--- config.mk ---
export PLATFORM = sky130hd
export DESIGN_NAME = piso_serializer_flat
export DESIGN_NICKNAME = d
export VERILOG_FILES = /design/src/rtl/piso_if.sv /design/src/rtl/piso_serializer.sv /design/src/flat_wrapper.sv
export SDC_FILE = /design/constraint.sdc
export NUM_CORES = 1
export LEC_CHECK = 0
export ABC_AREA = 1
export CORE_AREA = 4 4 41 43
export CTS_BUF_LIST = sky130_fd_sc_hd__clkbuf_8
export CTS_CLUSTER_DIAMETER = 80
export DETAILED_ROUTE_END_ITERATION = 16
export DIE_AREA = 0 0 45 47
export DONT_BUFFER_PORTS = 1
export HOLD_SLACK_MARGIN = 0.08
export PLACE_DENSITY = 0.66
export SYNTH_ARGS = -nofsm -noshare
export SYNTH_HDL_FRONTEND = slang
export SYNTH_SLANG_ARGS = --single-unit
--- constraint.sdc ---
create_clock -name clk -period 1.4 [get_ports clk]
set_clock_uncertainty 0.05 [all_clocks]
set_input_delay 0.28 -clock clk [delete_from_list [all_inputs] [get_ports clk]]
set_output_delay 0.28 -clock clk [all_outputs]
set_load 0.005 [all_outputs]
--- src/rtl/piso_if.sv ---
// Valid/ready word input and framed serial output of the parallel-in serial-out stage.
interface piso_if #(
  parameter int unsigned WIDTH = 4
);
  logic [WIDTH-1:0] din;
  logic             din_valid;
  logic             din_ready;
  logic             flush;
  logic             so;
  logic             so_valid;
  logic             so_last;
  logic             busy;

  modport master (
    output din, din_valid, flush,
    input  din_ready, so, so_valid, so_last, busy
  );

  modport slave (
    input  din, din_valid, flush,
    output din_ready, so, so_valid, so_last, busy
  );
endinterface

--- src/rtl/piso_serializer.sv ---
// Accepts a WIDTH-bit word over valid/ready and shifts it out LSB first, one bit per clk,
// with a last-bit strobe and GAP forced idle cycles between frames.
module piso_serializer #(
  parameter int unsigned WIDTH = 4,
  parameter int unsigned GAP   = 1
) (
  input logic   clk,
  input logic   rst,
  piso_if.slave bus
);
  localparam int unsigned CW = $clog2(WIDTH);
  localparam int unsigned GW = (GAP > 0) ? $clog2(GAP + 1) : 1;
  localparam logic [CW-1:0] LastCnt = CW'(WIDTH - 1);

  typedef enum logic [1:0] {StIdle, StShift, StGap} state_e;

  state_e           state_q;
  logic [WIDTH-1:0] sh_q;
  logic [CW-1:0]    cnt_q;
  logic [GW-1:0]    gap_q;
  logic             so_q;
  logic             so_valid_q;
  logic             so_last_q;

  assign bus.din_ready = (state_q == StIdle) & ~bus.flush;
  assign bus.busy      = (state_q != StIdle);
  assign bus.so        = so_q;
  assign bus.so_valid  = so_valid_q;
  assign bus.so_last   = so_last_q;

  always_ff @(posedge clk or posedge rst) begin
    if (rst) begin
      state_q    <= StIdle;
      sh_q       <= '0;
      cnt_q      <= '0;
      gap_q      <= '0;
      so_q       <= 1'b0;
      so_valid_q <= 1'b0;
      so_last_q  <= 1'b0;
    end else if (bus.flush) begin
      state_q    <= StIdle;
      cnt_q      <= '0;
      so_q       <= 1'b0;
      so_valid_q <= 1'b0;
      so_last_q  <= 1'b0;
    end else begin
      unique case (state_q)
        StIdle: begin
          if (bus.din_valid) begin
            so_q       <= bus.din[0];
            so_valid_q <= 1'b1;
            so_last_q  <= 1'b0;
            sh_q       <= bus.din >> 1;
            cnt_q      <= CW'(1);
            state_q    <= StShift;
          end else begin
            so_q       <= 1'b0;
            so_valid_q <= 1'b0;
            so_last_q  <= 1'b0;
          end
        end
        StShift: begin
          // so_last_q marks that the final bit is already on so; this edge closes the frame
          if (so_last_q) begin
            so_q       <= 1'b0;
            so_valid_q <= 1'b0;
            so_last_q  <= 1'b0;
            cnt_q      <= '0;
            if (GAP > 0) begin
              state_q <= StGap;
              gap_q   <= GW'(GAP);
            end else begin
              state_q <= StIdle;
            end
          end else begin
            so_q      <= sh_q[0];
            sh_q      <= sh_q >> 1;
            cnt_q     <= cnt_q + CW'(1);
            so_last_q <= (cnt_q == LastCnt);
          end
        end
        StGap: begin
          so_q       <= 1'b0;
          so_valid_q <= 1'b0;
          so_last_q  <= 1'b0;
          gap_q      <= gap_q - GW'(1);
          if (gap_q <= GW'(1)) state_q <= StIdle;
        end
        default: state_q <= StIdle;
      endcase
    end
  end
endmodule
--- src/flat_wrapper.sv ---
// flat-port wrapper written by rule: the top's interface ports become plain ports
module piso_serializer_flat 
#(
  parameter int unsigned WIDTH = 4,
  parameter int unsigned GAP   = 1
)
  (clk, rst, bus_din, bus_din_valid, bus_flush, bus_din_ready, bus_so, bus_so_valid, bus_so_last, bus_busy);
  piso_if #(.WIDTH(WIDTH)) bus_i ();
  input logic clk;
  input logic rst;
  input wire logic [$bits(bus_i.din)-1:0] bus_din;
  input wire logic [$bits(bus_i.din_valid)-1:0] bus_din_valid;
  input wire logic [$bits(bus_i.flush)-1:0] bus_flush;
  output wire logic [$bits(bus_i.din_ready)-1:0] bus_din_ready;
  output wire logic [$bits(bus_i.so)-1:0] bus_so;
  output wire logic [$bits(bus_i.so_valid)-1:0] bus_so_valid;
  output wire logic [$bits(bus_i.so_last)-1:0] bus_so_last;
  output wire logic [$bits(bus_i.busy)-1:0] bus_busy;
  assign bus_i.din = bus_din;
  assign bus_i.din_valid = bus_din_valid;
  assign bus_i.flush = bus_flush;
  assign bus_din_ready = bus_i.din_ready;
  assign bus_so = bus_i.so;
  assign bus_so_valid = bus_i.so_valid;
  assign bus_so_last = bus_i.so_last;
  assign bus_busy = bus_i.busy;
  piso_serializer #(.WIDTH(WIDTH), .GAP(GAP)) u_core (.clk(clk), .rst(rst), .bus(bus_i));
endmodule
After elaboration in Yosys (flattened, before gate mapping)

Index checks and enable logic that the tools add are counted.

Add/sub/neg operators: 2
Multiply operators: 0
Divide/modulo/power cells: 0
Order comparisons: 1
Equal/unequal tests: 9
Shift operators: 0
Mux-type cells: 24
Bitwise gates (word level): 2
Reductions and logical operators: 13

Operator list:

| operator              | count |
|---|---|
| $mux W2               | 6 |
| $mux W1               | 9 |
| $mux W4               | 2 |
| $pmux W4 S2           | 1 |
| $ne A3 B2 Y1 const B  | 2 |
| $pmux W1 S3           | 2 |
| $pmux W2 S3           | 1 |
| $reduce_and A3 Y1     | 2 |
| $reduce_bool A2 Y1    | 3 |
| $reduce_bool A3 Y1    | 2 |
| $eq A2 B2 Y1 const B  | 2 |
| $ne A2 B2 Y1 const B  | 2 |
| $pmux W1 S2           | 2 |
| $pmux W2 S2           | 1 |
| $reduce_and A2 Y1     | 2 |
| $reduce_and A4 Y1     | 1 |
| $reduce_bool A4 Y1    | 1 |
| $ne A3 B3 Y1 const B  | 1 |
| $add A2 B1 Y2 const B | 1 |
| $eq A2 B1 Y1 const B  | 1 |
| $logic_not A2 Y1      | 1 |
| $ne A2 B1 Y1 const B  | 1 |
| $reduce_or A2 Y1      | 1 |
| $and A1 B1 Y1         | 1 |
| 3 further kinds       | 3 |

Register bits after elaboration: 12
Bits in latches: 0
RAM bits: 0
Bits in read-only memories: 0
Bits of input ports: 8
Output and inout bits: 5
Word-level logic and storage cells: 58
Memories: 0

Logic depth before layout (Yosys ltp)

Gate-level depths: netlist (run 1).

Depth after elaboration: 4
Gate-level depth with buffers: 8
Depth with buffers taken out: 8

Worst setup path before layout (run 1)

Ideal clock, no wire load.

Kind: reg2reg
Start: reg u_core.state_q[1]
End: reg u_core.sh_q[2]
Data arrival time: 1.080 ns
Required time: 1.233 ns
Slack: 0.153 ns
Stages on the path, launching flop included: 8
Buffers on the path: 0
Clock period less this slack: 1.247 ns
Cell sequence: dfrtp_1 inv_1 ha_1 nand2_2 nand2_4 nand2_4 nand2_1 nand2_1

Word-level cells in the longest chain between the ends: 3

Ends and longest elaborated chain:

| what                                                                | line                  | source |
|---|---|---|
| start: declaration                                                  | piso_serializer.sv:17 | `state_e state_q;` |
| start signal: assignment                                            | piso_serializer.sv:33 | `state_q <= StIdle;` |
| start signal: assignment                                            | piso_serializer.sv:41 | `state_q <= StIdle;` |
| start signal: assignment                                            | piso_serializer.sv:55 | `state_q <= StShift;` |
| $eq A2 B1 Y1 / $logic_not A2 Y1 (equally long branches)             | piso_serializer.sv:47 | `unique case (state_q)` |
| $ne A2 B2 Y1 (no line) / $reduce_bool A2 Y1 (equally long branches) | -                     |  |
| $reduce_and A4 Y1 (no line)                                         | -                     |  |
| end signal: assignment                                              | piso_serializer.sv:53 | `sh_q <= bus.din >> 1;` |
| end signal: assignment                                              | piso_serializer.sv:77 | `sh_q <= sh_q >> 1;` |
| end: declaration                                                    | piso_serializer.sv:18 | `logic [WIDTH-1:0] sh_q;` |

Parallel ways exist; a longest one is shown, timed or not.
A chain may end at the register's enable or synchronous reset.

Final worst setup path (run 1)

Start: reg u_core.state_q[0]
End: out bus_din_ready

Word-level cells in the longest chain between the ends: 2

Ends and longest elaborated chain:

| what             | line                  | source |
|---|---|---|
| $logic_not A2 Y1 | piso_serializer.sv:25 | `assign bus.din_ready = (state_q == StIdle) & ~bus.flush;` |
| $and A1 B1 Y1    | piso_serializer.sv:25 |  |
| end: declaration | flat_wrapper.sv:14    | `output wire logic [$bits(bus_i.din_ready)-1:0] bus_din_ready;` |

No other way between the ends.

==> impl_results.md, run 1 <==
* Chip height at 47 µm
* P_leak at 0.421 nW
* Area grow syn2layout at 15.9%
* Slew @ Worst Pin at between 0.3 and 0.4 ns
* Max clock buf depth at 2
* Total congestion overflow at 0
* Commonest non-fill, non-tap cell in the layout: nand2_1
* Worst-path clk slew at 0.05 ns
* RSZ-0062 raised after global routing: yes
* Final setup margin at 0.0281 ns
* Pre-antenna DRT Iters at 4
* CTS tree: yes
* Routability Congestion at about 0.8
* Delay-heaviest family, CP: flip-flops
* Hpwl dp at between 1000 and 1500 µm
* Routed WL at ~1400 µm
* Post-layout util at 0.610
* Mapped Nets at 103
* Fin crit period at 1.37 ns
* Mapped Cells at 89
* Core area at 0.00130 mm²
* Maximum number of pins on one net before global-route repair at 11
* Distinct cell type count after synthesis at 18
* Worst path arrival time at 1.04 ns
* IO Pins at 13
* Number of global-route vias before repair at 564
* WP buf/inv at 2
* Worst setup EP type: primary output
* Worst skew pair latency at between 0.2 and 0.25 ns
* Pre-CTS WS at -0.0600 ns
* Syn. warnings at 0
* Nets at ~110
* Pwr Total at 1.25 mW
* Yosys reg bits at 10
* Worst Path Required at about 1.1 ns
* Via count at 595
* Peak supply drop at 0.000750 V
* Max Cap Viol at 0
* Crit path launch type: flip-flop
* Filler Cells Inserted at 123
* Ant. Diodes at 0
* Outcome: finished clean
* Final Setup Violations at 0
* Post-detailed-route wirelength per cell at around 13 µm
* Drt first-iter violations at 9
* ANT nets after route at 0
* Critical path's slowest cell: dfrtp_1
* Mean Syn Cell Area at slightly below 8 µm²
* Pins over their slew limit at 0
* Mapped Area at between 600 and 700 µm²
* Critical path type: flip-flop to primary output
* H-tree depth at 1
* Setup TNS at 0 ns
* Layout cell share with drive strength beyond 1 at 0.260
* CTS Buf Count at 3
* Initial core utilization at 0.526
* Die area at 0.00212 mm²
* Post-Place Cell Area at around 710 µm²
* Slew headroom at 0.746
* First-pass GRT wire length at 2500 µm
* Number of port buffers at 0
* CTS sink cnt at 10
* Clk root buf: clkbuf_8
* Sequential-to-total area share from yosys stat at 0.366
* Fmax at 0.729 GHz
* Die X at 45 µm
* Initial antenna violation count at 0
* Final cycle utilization of the critical path at 0.980
* Pwr Density at 1570 mW/mm²
* DRC viols at 0
* Crit-path max cell delay at slightly above 0.4 ns
* HP Class: input port to flip-flop
* Final-report hold violation count at 0
* Vias per cell at approximately 5.4
* Crit path cell chain: inv_2 > ha_4 > inv_4 > nor2_4
* Num rows at 13
* CP Max Fanout at 3
* Post-route design area at ~800 µm²
* Most frequent cells in the layout: nand2_1, dfrtp_1, nand3_1
* GR Util All Layers at 0.175
[cell families (layout without fill, tap and decap cells)]
kind of cell             count (synthesis)  after routing  synth area share
buffers and inverters                   10             17            0.0658
adder cells (fa/ha/maj)                  6              6             0.110
AND/OR/NAND/NOR                         59             59             0.413
AO/OA/AOI/OAI                            4              4            0.0457
flip-flops                              10             10             0.366
[registers in the layout, summed over array words and instances (netlist names)]
register and flops:
u_core.bus.so 1, u_core.bus.so_last 1, u_core.bus.so_valid 1, u_core.cnt_q 2, u_core.sh_q 3, u_core.state_q 2
[metal layers]
metal | wire, µm | GRT usage | up-vias
li1 | - | - | 295
met1 | 608 | 0.195 | 276
met2 | 700 | 0.291 | 19
met3 | 86 | 0.0575 | 5
met4 | 34 | 0.105 | 0
met5 | 0 | 0 | -
[Yosys cell counts, drive strengths merged]
library cell   n  area (µm²)
nand2         40         173
dfrtp         10         250
inv            9        33.8
nand3          8        40.0
nor2           7        43.8
ha             6        75.1
a21oi          3        26.3
nand3b         2        15.0
buf            1        11.3
nand4          1        6.26
nor3           1        5.00
o21ai          1        5.00
[tightest hold or removal path, stage by stage]
cell and delay [ns]:
nor2_2 0.02, nand2_1 0.04, nand2_1 0.04
[layout make-up]
class,count,area (µm²),area share
well taps,15,18.8,0.0237
inverters,9,36.3,0.0457
flip-flops and latches,10,250,0.315
clock buffers,3,41.3,0.0521
repair buffers,5,40.0,0.0505
multi-input cells,69,407,0.513
[through the flow]
step | hold WS, ns | instances
after detailed placement | 0.129 | 106
final | 0.151 | 111
after CTS | 0.156 | 111
after global routing | 0.151 | 111
after global placement | 0.129 | 106
after floorplan | 0.0702 | 89
[power breakdown]
part	internal, mW	leakage (nW)	switching [mW]
Clock	0.188	0.0216	0.110
Sequential	0.366	0.132	0.0521
Combinational	0.213	0.267	0.317
Total	0.768	0.421	0.478
[what timing repair did]
action,in CTS,in global routing
setup buffers,1,0
hold endpoints to repair,10,0
resized for setup,4,3
hold buffers,1,0
pin swaps,0,2
endpoints found under the setup margin,4,11
[final timing paths]
kind                            slack (ns)                           from  cells past startpoint                     endpoint
min in group asynchronous             0.41                            rst                      2   u_core.sh_q[2]$_DFFE_PP0P_
worst min-delay path                  0.15                      bus_flush                      3  u_core.cnt_q[0]$_DFFE_PP0P_
max in group asynchronous             0.62                            rst                      2   u_core.sh_q[1]$_DFFE_PP0P_
worst max-delay path                  0.03  u_core.state_q[0]$_DFFE_PP0P_                      4                bus_din_ready
worst min register to register        0.42     u_core.sh_q[2]$_DFFE_PP0P_                      2   u_core.sh_q[2]$_DFFE_PP0P_
worst max register to register        0.08  u_core.state_q[1]$_DFFE_PP0P_                      8  u_core.cnt_q[1]$_DFFE_PP0P_
No activity file was read; power rests on OpenSTA's default activity.
==> run 2: changes to the inputs <==
CORE_AREA = 2 2 39 41   (was 4 4 41 43)
DIE_AREA = 0 0 41 43   (was 0 0 45 47)
==> run 2 against run 1 <==
  * Design area up 1.7%
  * Die area down 17%
  * Flip-flop and latch count unchanged
==> impl_results.md, run 2 (same netlist as run 1, synthesis figures left out) <==
* Max Cap Viol at 0
* Nets at 113
* Num rows at 14
* Part of the power in the clock network at 0.231
* Layout Cells excl Fill at 113
* Top flop regs: u_core.sh_q x3, u_core.cnt_q x2, u_core.state_q x2
* Slew headroom at 0.741
* Peak supply drop at 0.000956 V
* Layout cell share with drive strength beyond 1 at 0.278
* Worst path arrival time at around 1.1 ns
* Initial antenna violation count at 0
* CP Max Fanout at 4
* Max clock buf depth at 2
* Commonest non-fill, non-tap cell in the layout: nand2_1
* RSZ-0062 raised after global routing: yes
* Hpwl dp at 1060 µm
* CTS Buf Count at 3
* CTS tree: yes
* Met1 wire length at 614 µm
* Worst skew pair latency at about 0.23 ns
* Routability Congestion at roughly 0.79
* Worst-path clk slew at 0.04 ns
* Clk root buf: clkbuf_8
* DRC viols at 0
* Top sig layer: met4
* Die area at 0.00176 mm²
* Area grow syn2layout at 17.9%
* Fin crit period at about 1.4 ns
* Fmax at approximately 0.73 GHz
* Most frequent cells in the layout: nand2_1, dfrtp_1, nand3_1
* Slew @ Worst Pin at 0.388 ns
* Seq pwr share at 0.329
* ANT nets after route at 0
* Sw Ratio at 0.379
* Final cycle utilization of the critical path at 0.983
* Final-report hold violation count at 0
* Net Sw Power at ~480 µW
* Hold slack at 0.148 ns
* Worst setup path startpoint: u_core.state_q[1]$_DFFE_PP0P_
* Final Setup Violations at 0
* Drt first-iter violations at 7
* Initial core utilization at 0.495
* Pwr Density at ~1600 mW/mm²
* P_leak at 0.427 nW
* HP Class: input port to flip-flop
* Most flops, register: u_core.sh_q
* Filler Cells Inserted at 133
* Reg-to-Reg Start: u_core.state_q[1]$_DFFE_PP0P_
* Ant. Diodes at 0
* H-tree depth at 1
* Total congestion overflow at 0
* IO Pins at 13
* First-pass GRT wire length at 2240 µm
* Pins over their slew limit at 0
* Maximum number of pins on one net before global-route repair at 11
* Routed WL at 1420 µm
* Via count at 589
* Vias per cell at 5.21
* Post-detailed-route wirelength per cell at between 10 and 15 µm
* Hold_sp: bus_flush
* Max reg flops at 3
* Pre-antenna DRT Iters at 4
* GR Util All Layers at 0.197
* Number of global-route vias before repair at 560
* Chip height at about 43 µm
* Internal power at 784 µW
* Worst setup EP type: primary output
* Pwr Total at 1.26 mW
* Gate power share at 0.441
* DP Cell Count at 107
* CTS sink cnt at 10
* Worst Path Required at 1.07 ns
* Met2 routed WL at about 680 µm
* Die X at ~41 µm
* Core area at 0.00138 mm²
* Met3 wire length at 66 µm
* Number of port buffers at 0
* Crit path launch type: flip-flop
* Outcome: finished clean
* Post-layout util at 0.583
* Critical path type: flip-flop to primary output
## run 2: path summary, 6_finish.rpt
kind / to / slack [ns] / cells after the start
max in group asynchronous: u_core.cnt_q[0]$_DFFE_PP0P_ / 0.60 / 2
worst min register to register: u_core.sh_q[2]$_DFFE_PP0P_ / 0.42 / 2
worst max-delay path: bus_din_ready / 0.02 / 4
min in group asynchronous: u_core.bus.so$_DFFE_PP0P_ / 0.42 / 2
worst max register to register: u_core.bus.so$_DFFE_PP0P_ / 0.06 / 6
worst min-delay path: u_core.cnt_q[0]$_DFFE_PP0P_ / 0.15 / 3
## run 2: cell type report
type / instances / area, µm² / share of cell area
multi-input cells: 69 / 412 / 0.510
well taps: 16 / 20.0 / 0.0248
inverters: 9 / 36.3 / 0.0450
repair buffers: 6 / 47.5 / 0.0589
clock buffers: 3 / 41.3 / 0.0512
flip-flops and latches: 10 / 250 / 0.310
## run 2: routing by layer
layer / vias to the layer above / GRT usage
met2: 16 / 0.269
met5: - / 0
li1: 298 / -
met1: 266 / 0.253
met4: 0 / 0.167
met3: 9 / 0.0366
## run 2: what timing repair did
item	CTS	global route
endpoints found under the hold margin	10	0
setup buffers	1	1
pin swaps	0	3
resized for setup	4	4
hold buffers	1	0
endpoints found under the setup margin	4	10
## run 2: critical path, stage by stage, from the launching register on
cell and delay (ns):
dfrtp_1 0.38, inv_2 0.11, ha_4 0.17, inv_4 0.05, nor2_4 0.11
## run 2: through the flow
stage          setup slack (ns)  instance area, µm²  TNS [ns]
4_1_cts                  0.0109                 787         0
3_5_place_dp            -0.0167                 716   -0.0265
2_1_floorplan             0.153                 684         0
3_3_place_gp            -0.0358                 716   -0.0480
6_report                 0.0234                 807         0
5_1_grt                 -0.0298                 807    -0.111
## run 2: power by group through the flow
stage,combinational (mW),sequential [mW],clock [mW]
4_1_cts,0.520,0.415,0.296
5_1_grt,0.636,0.424,0.313
3_5_place_dp,0.476,0.423,0
3_3_place_gp,0.467,0.421,0
2_1_floorplan,0.378,0.409,0
6_report,0.556,0.415,0.292
